File: config.mk
export PLATFORM = sky130hd
export DESIGN_NAME = wb_regfile
export DESIGN_NICKNAME = d
export VERILOG_FILES = /design/src/rtl/rv32i_pkg.sv /design/src/rtl/load_formatter.sv /design/src/rtl/wb_regfile.sv
export SDC_FILE = /design/constraint.sdc
export NUM_CORES = 2
export LEC_CHECK = 0
export CAP_MARGIN = 15
export CORE_AREA = 2 2 337 339
export CTS_BUF_LIST = sky130_fd_sc_hd__clkbuf_8
export DETAILED_ROUTE_END_ITERATION = 12
export DIE_AREA = 0 0 339 341
export PLACE_DENSITY = 0.69
export SLEW_MARGIN = 20
export SYNTH_ARGS = -nofsm -noshare
export SYNTH_HDL_FRONTEND = slang
export SYNTH_SLANG_ARGS = --single-unit
File: constraint.sdc
create_clock -name ACLK -period 6.5 [get_ports ACLK]
set_input_delay 0.65 -clock ACLK [delete_from_list [all_inputs] [get_ports ACLK]]
set_output_delay 0.65 -clock ACLK [all_outputs]
set_load 0.005 [all_outputs]
File: src/rtl/rv32i_pkg.sv
// Shared RV32I pipeline types: the MEM/WB bus layout, write-back source
// selector encodings and the load funct3 codes used by the write-back stage.
package rv32i_pkg;

   localparam int RV_XLEN  = 32;
   localparam int RV_NREGS = 32;
   localparam int RV_CNT_W = 64;

   // Write-back source selector; encoding 3 is reserved and produces zero
   typedef enum logic [1:0] {
      WB_ALU = 2'd0,
      WB_MEM = 2'd1,
      WB_PC4 = 2'd2
   } wb_sel_e;

   // Load funct3 codes
   localparam logic [2:0] F3_LB  = 3'd0;
   localparam logic [2:0] F3_LH  = 3'd1;
   localparam logic [2:0] F3_LW  = 3'd2;
   localparam logic [2:0] F3_LBU = 3'd4;
   localparam logic [2:0] F3_LHU = 3'd5;

   // Registered MEM/WB pipeline bus
   typedef struct packed {
      logic                valid;
      logic                rd_we;
      logic [4:0]          rd_addr;
      logic [1:0]          wb_sel;
      logic [2:0]          funct3;
      logic [1:0]          addr_lo;
      logic [RV_XLEN-1:0]  alu_result;
      logic [RV_XLEN-1:0]  mem_rdata;
      logic [RV_XLEN-1:0]  pc_plus4;
   } mem_wb_bus_t;

endpackage

File: src/rtl/load_formatter.sv
// Shapes raw memory read data into the architectural load result: picks
// the addressed byte or halfword and sign- or zero-extends it.
module load_formatter
   import rv32i_pkg::*;
(
   input  logic [2:0]         i_funct3,
   input  logic [1:0]         i_addrLo,
   input  logic [RV_XLEN-1:0] i_memRdata,
   output logic [RV_XLEN-1:0] o_data
);

   logic [7:0]  w_byte;
   logic [15:0] w_half;

   // Select the addressed byte and halfword; halfwords only look at addr bit 1
   always_comb begin
      w_byte = 8'd0;
      w_half = 16'd0;
      case (i_addrLo)
         2'd0:    w_byte = i_memRdata[7:0];
         2'd1:    w_byte = i_memRdata[15:8];
         2'd2:    w_byte = i_memRdata[23:16];
         default: w_byte = i_memRdata[31:24];
      endcase
      w_half = i_addrLo[1] ? i_memRdata[31:16] : i_memRdata[15:0];
   end

   // Extend according to the load type; unknown codes pass the full word
   always_comb begin
      o_data = i_memRdata;
      case (i_funct3)
         F3_LB:   o_data = {{24{w_byte[7]}}, w_byte};
         F3_LH:   o_data = {{16{w_half[15]}}, w_half};
         F3_LW:   o_data = i_memRdata;
         F3_LBU:  o_data = {24'd0, w_byte};
         F3_LHU:  o_data = {16'd0, w_half};
         default: o_data = i_memRdata;
      endcase
   end

endmodule

File: src/rtl/wb_regfile.sv
// Write-back stage and integer register file: builds the write-back value,
// commits it, serves two bypassed read ports, counts retired instructions
// and exposes the WB forwarding tap to the hazard unit.
module wb_regfile
   import rv32i_pkg::*;
#(
   parameter int XLEN  = RV_XLEN,
   parameter int NREGS = RV_NREGS,
   parameter int CNT_W = RV_CNT_W
) (
   input  logic              ACLK,
   input  logic              ARESET,
   input  logic              stall_en,
   input  mem_wb_bus_t       mem_wb_bus_in,
   input  logic [4:0]        rs1_addr,
   input  logic [4:0]        rs2_addr,
   output logic [XLEN-1:0]   rs1_data,
   output logic [XLEN-1:0]   rs2_data,
   output logic              wb_fwd_we,
   output logic [4:0]        wb_fwd_rd,
   output logic [XLEN-1:0]   wb_fwd_data,
   output logic [CNT_W-1:0]  retired
);

   logic [XLEN-1:0]  r_regs [NREGS];
   logic [CNT_W-1:0] r_retired;
   logic [XLEN-1:0]  w_loadData;
   logic [XLEN-1:0]  w_wbData;
   logic             w_we;

   load_formatter u_loadFormatter (
      .i_funct3   (mem_wb_bus_in.funct3),
      .i_addrLo   (mem_wb_bus_in.addr_lo),
      .i_memRdata (mem_wb_bus_in.mem_rdata),
      .o_data     (w_loadData)
   );

   // Writes to x0 are dropped here so x0 never leaves zero
   assign w_we = mem_wb_bus_in.valid & mem_wb_bus_in.rd_we
               & (mem_wb_bus_in.rd_addr != 5'd0);

   // Choose the write-back source; the reserved encoding yields zero
   always_comb begin
      w_wbData = '0;
      case (mem_wb_bus_in.wb_sel)
         WB_ALU:  w_wbData = mem_wb_bus_in.alu_result;
         WB_MEM:  w_wbData = w_loadData;
         WB_PC4:  w_wbData = mem_wb_bus_in.pc_plus4;
         default: w_wbData = '0;
      endcase
   end

   // Register array commit; reset clears everything and beats a same-cycle write
   always_ff @(posedge ACLK) begin
      if (ARESET) begin
         for (int i = 0; i < NREGS; i++) begin
            r_regs[i] <= '0;
         end
      end else if (w_we) begin
         r_regs[mem_wb_bus_in.rd_addr] <= w_wbData;
      end
   end

   // Retire counter; a stalled instruction is held upstream and counted once it moves on
   always_ff @(posedge ACLK) begin
      if (ARESET) begin
         r_retired <= '0;
      end else if (mem_wb_bus_in.valid && !stall_en) begin
         r_retired <= r_retired + CNT_W'(1);
      end
   end

   // Read ports: x0 is zero, a pending write to the same register bypasses the array
   always_comb begin
      rs1_data = '0;
      rs2_data = '0;
      if (rs1_addr != 5'd0) begin
         if (w_we && (mem_wb_bus_in.rd_addr == rs1_addr)) begin
            rs1_data = w_wbData;
         end else begin
            rs1_data = r_regs[rs1_addr];
         end
      end
      if (rs2_addr != 5'd0) begin
         if (w_we && (mem_wb_bus_in.rd_addr == rs2_addr)) begin
            rs2_data = w_wbData;
         end else begin
            rs2_data = r_regs[rs2_addr];
         end
      end
   end

   // Forwarding tap mirrors the write about to be committed
   always_comb begin
      wb_fwd_we   = w_we;
      wb_fwd_rd   = mem_wb_bus_in.rd_addr;
      wb_fwd_data = w_wbData;
   end

   assign retired = r_retired;

endmodule
Word-level counts from Yosys, hierarchy flattened:

Memory sizes are Yosys's and may differ from the RTL's.
Index checks and enable logic that the tools add are counted.
Widths: inputs -> output; s select.

* input port bits: 123
* memories kept: 1
* memory bits (writable): 1024
* bits in registers: 64
* word-level logic and storage cells: 41

Memories
* r_regs: depth 32, width 32, rd ports 2, clocked after memory_dff 0, wr ports 32, line wb_regfile.sv:25 `logic [XLEN-1:0] r_regs [NREGS];`

* reduce and logical (&&, ||, !) cells: 11
* bitwise logic cells: 2
* mux-type cells: 16
* eq/ne operators: 9
* add/subtract/negate cells: 1

Operator list (number)
* $mux 32: 5
* $pmux 32 s4: 1
* $pmux 32 s3: 1
* $add 64x1->64 const B: 1
* $reduce_or 32->1: 1
* $pmux 8 s3: 1
* $mux 16: 1
* $reduce_bool 5->1: 3
* $eq 5x5->1: 2
* $eq 3x3->1 const B: 2
* $mux 1: 6
* $mux 5: 1
* $eq 2x1->1 const B: 2
* $eq 2x2->1 const B: 2
* $logic_not 2->1: 2
* $eq 3x1->1 const B: 1
* $logic_and 1x1->1: 3
* $logic_not 3->1: 1
* $and 1x1->1: 2
* $logic_not 1->1: 1

Depth between registers and ports, before layout:

* word-level depth: 7
* mapped depth: 10
* depth with buffers taken out: 6

Modules after synthesis:

From an unflattened synthesis, not the netlist that was laid out.

* cells, all modules: 4464
* area total of the unflattened synthesis: 57742.9 um2

Modules (own cells, without submodules)
* wb_regfile: area an instance 57019.7 um2, instances 1, cells each 4333
* load_formatter: area an instance 723.2 um2, instances 1, cells each 131

Least setup slack after synthesis:

OpenSTA, ideal clock, no wires.

* path kind: input to output
* start point: in rs2_addr[0]
* end point: out rs2_data[14]
* stages on the path: 9
* required time: 5.850 ns
* data arrival time: 2.503 ns
* path slack: 3.347 ns
* buffers on the path: 4
* cell sequence: buf_2 > buf_4 > buf_2 > buf_2 > mux4_2 > a22oi_1 > nand2_1 > a211oi_1 > a211oi_1

* cells in the longest elaborated chain, start to end: 4

Ends and longest elaborated chain
* start: declaration: line wb_regfile.sv:16 `input logic [4:0] rs2_addr,`
* parallel branches: the longest is 3 deep, another holds $mem_v2 32x32
* $mux 32 (*): line wb_regfile.sv:84 `if (rs2_addr != 5'd0) begin`
* end: declaration: line wb_regfile.sv:18 `output logic [XLEN-1:0] rs2_data,`

Every way passes the cells marked *.

Worst setup path after layout:

* start point: in rs2_addr[3]
* end point: out rs2_data[6]

Same word-level chain as after synthesis.

==> key figures <==
Outcome
  – Status: finished clean

Synth
  – Top FF cell, synth: edfxtp_1
  – Commonest cells post-synth: 1104 x nor2_1, 1024 x edfxtp_1, 508 x mux4_2
  – Synthesis Warnings: 0
  – Share of the synthesized area in the top cell type: 54.32%
  – Mapped cell area: ~57000 µm²
  – Syn avg cell area: ~13 µm²
  – Synth Register Bits: about 1.1k
  – Library cells used by synthesis: 62
  – Synth Instances: about 4.2k
  – EDFF count, synth: 1024
  – Area leader, netlist: edfxtp_1
  – Post-synthesis sequential area ratio: between 50% and 60%
  – Top cells by area, synth: edfxtp_1 54%, mux4_2 20%, nor2_1 7.3%
  – Count leader, synth: nor2_1
  – Asr flop ratio synth: 0%

Cells and area
  – Final cell count without fillers: 6074
  – Finished Cell Area: between 60000 and 70000 µm²
  – Filler cell count: 8846
  – Synth-to-layout area growth: 14.07%
  – Share of cells above drive strength 1: between 20 and 25%
  – NumNets Final: 4549

Timing
  – Max Freq: about 200 MHz
  – Hold_ws: 228.0 ps
  – Setup Skew: 37.12 ps
  – Final Cycle Share: 77.27%
  – Worst setup margin: about 1500 ps
  – Normalized max-slew margin: 18.25%
  – Fin. Hold Viols: 0
  – Final TNS setup: 0 ps
  – Worst slew pin tran: 1226 ps
  – # setup viols final: 0
  – RSZ-0062 raised after global routing: false
  – Max-slew violation count: 0
  – Post-layout minimum cycle time: 5023 ps

Setup path
  – Critical-path cell list: clkdlybuf4s50_1 -> buf_4 -> nand2b_1 -> nor2_1 -> a221o_1 -> nor3_1 -> a211oi_1 -> clkdlybuf4s50_1
  – Critical Path Fanout Max: 30
  – Worst Path Arrival: approximately 4400 ps
  – CP Launch Point: rs2_addr[3]
  – CP Capture Type: output pin
  – Crit path launch type: primary input
  – Worst path buffer plus inverter count: 3
  – Crit path kind: in -> out
  – Reg2Reg Depth: 5
  – Crit path max-delay family: buffers and inverters
  – Worst r2r dst: retired[61]$_SDFFE_PP0P_
  – Internal reg-to-reg setup slack: 3520 ps
  – Worst setup endpoint: rs2_data[6]
  – Cell mode on critical path: clkdlybuf4s50_1
  – Crit Reg-Reg Startpoint: retired[6]$_SDFFE_PP0P_
  – Crit path largest cell delay: 780 ps
  – Crit-path slowest cell: nor2_1
  – CP Depth: 8
  – Req. time, crit path: 5850 ps

Floorplan
  – Initial Util: 50.60%
  – Core area: 111900 µm²
  – Ports: 289
  – Row count: 123
  – Die Y: between 300 and 400 µm
  – Die width: 339 µm
  – Die Footprint: 115600 µm²

CTS
  – Cts hold-fix bufs: 0
  – Root Driver: clkbuf_8
  – Clk Latency, worst-skew pair: 870 ps
  – CTS tree: yes
  – H-tree depth: 4
  – Post-CTS Repair Setup Buffers: 0
  – Maximum buffer depth of the clock tree: 3
  – Clock slew at reported path FFs: 60 ps
  – Cts bufs inserted: around 180
  – Post-cts resize count: 0
  – Clock Sinks: 1088

Placement
  – I/O Buffers: around 290
  – RD Place Congestion: 0.9227
  – Post-Place Setup Slack: 1641 ps
  – Detail Placement HPWL: ~130000 µm
  – Placed Instance Area: 61310 µm²
  – Dpl cells: ~5.7k

Detailed routing
  – DRT Pass-1 Iters: 9
  – ANT nets after route: 0
  – Via/cell ratio: 7.011
  – DR DRC count: 0
  – DRC violation total after the first TritonRoute iteration: 7726
  – Avg WL per Cell: 34.69 µm
  – DR vias: between 40k and 50k
  – Routed WL: around 210000 µm

Global route
  – Antenna violations before repair: 5
  – First-pass GRT wire length: 294800 µm
  – GR Overflow Total: 0
  – Vias in the first global route: just over 40k
  – Largest net degree at the start of global routing: 73
  – GRT Util Overall: 35.98%

Power and ir drop
  – PwrDens: 252.3 nW/µm²
  – Peak VDD IR: roughly 180 µV
  – Leak Pwr: 21.81 nW

Hold path
  – Hold WC Path Type: in -> reg

Flow run
  – Max Cap Violations: 0
## cells in the final DEF (no fill, tap or decap), types with 62 or more instances in the layout
master              n
clkbuf_8          185
a211oi_1           97
mux2i_1           120
nand2_1            81
edfxtp_1         1024
clkinv_1           62
mux4_2            508
o22ai_1           126
buf_4             168
clkdlybuf4s50_1   277
inv_1             105
dfxtp_1            64
nor2_1           1079
## metal layers
metal  part of all wire [%]  global-route usage [%]  routed length, µm  vias up
met5                 0.0043                       0                  9        -
met4                    6.6                   20.39              13830        2
met3                     16                   11.62              34170      819
met2                     45                   54.55              94310     4058
met1                     32                   45.96              68400    21160
li1                       -                       -                  -    16540
## power breakdown
| part | switching (mW) | internal, mW |
|---|---|---|
| Clock | 2.94 | 2.72 |
| Combinational | 1.44 | 1.00 |
| Sequential | 0.177 | 8.01 |
## how the worst min path moves through the flow
stage | from | end | slack [ps] | depth (start not counted)
floorplan | retired[61]$_SDFFE_PP0P_ | retired[61]$_SDFFE_PP0P_ | 480 | 2
global placement | retired[54]$_SDFFE_PP0P_ | retired[54]$_SDFFE_PP0P_ | 480 | 2
detailed placement | retired[61]$_SDFFE_PP0P_ | retired[61]$_SDFFE_PP0P_ | 490 | 2
CTS | ARESET | retired[22]$_SDFFE_PP0P_ | 180 | 2
global route | ARESET | retired[1]$_SDFFE_PP0P_ | 250 | 2
finish | ARESET | retired[22]$_SDFFE_PP0P_ | 230 | 2
## metrics by stage
step	power, mW	util, %
2_1_floorplan	9.622	-
3_3_place_gp	10.64	54.79
3_5_place_dp	10.68	54.80
4_1_cts	16.18	57.71
5_1_grt	16.63	57.71
6_report	16.29	57.72
## flip-flops by register name (all words and copies together), names as in the netlist
register  count
r_regs     1024
retired      64
## logic make-up after synthesis
group                      after synthesis  share of synthesized area [%]
muxes                                  642                          22.61
other                                    1                       0.006624
buffers and inverters                  501                          3.722
xor gates and xnor gates                36                         0.5570
adders and majority gates                1                        0.02210
DFF                                   1088                          56.58
and+or+nand+nor                       1490                          11.10
AOI/OAI and AO/OA                      437                          5.406
## area by class of cell
| type | instances | area, µm² | area share (%) |
|---|---|---|---|
| inverters | 55 | 206.4 | 0.3197 |
| multi-input cells | 2638 | 22930 | 35.51 |
| clock inverters | 146 | 742.0 | 1.149 |
| diodes | 3 | 7.507 | 0.01163 |
| flip-flops and latches | 1088 | 32030 | 49.60 |
| clock buffers | 183 | 2519 | 3.900 |
| repair buffers | 461 | 4263 | 6.601 |
| well taps | 1500 | 1877 | 2.906 |
No activity file was read; power rests on OpenSTA's default activity.
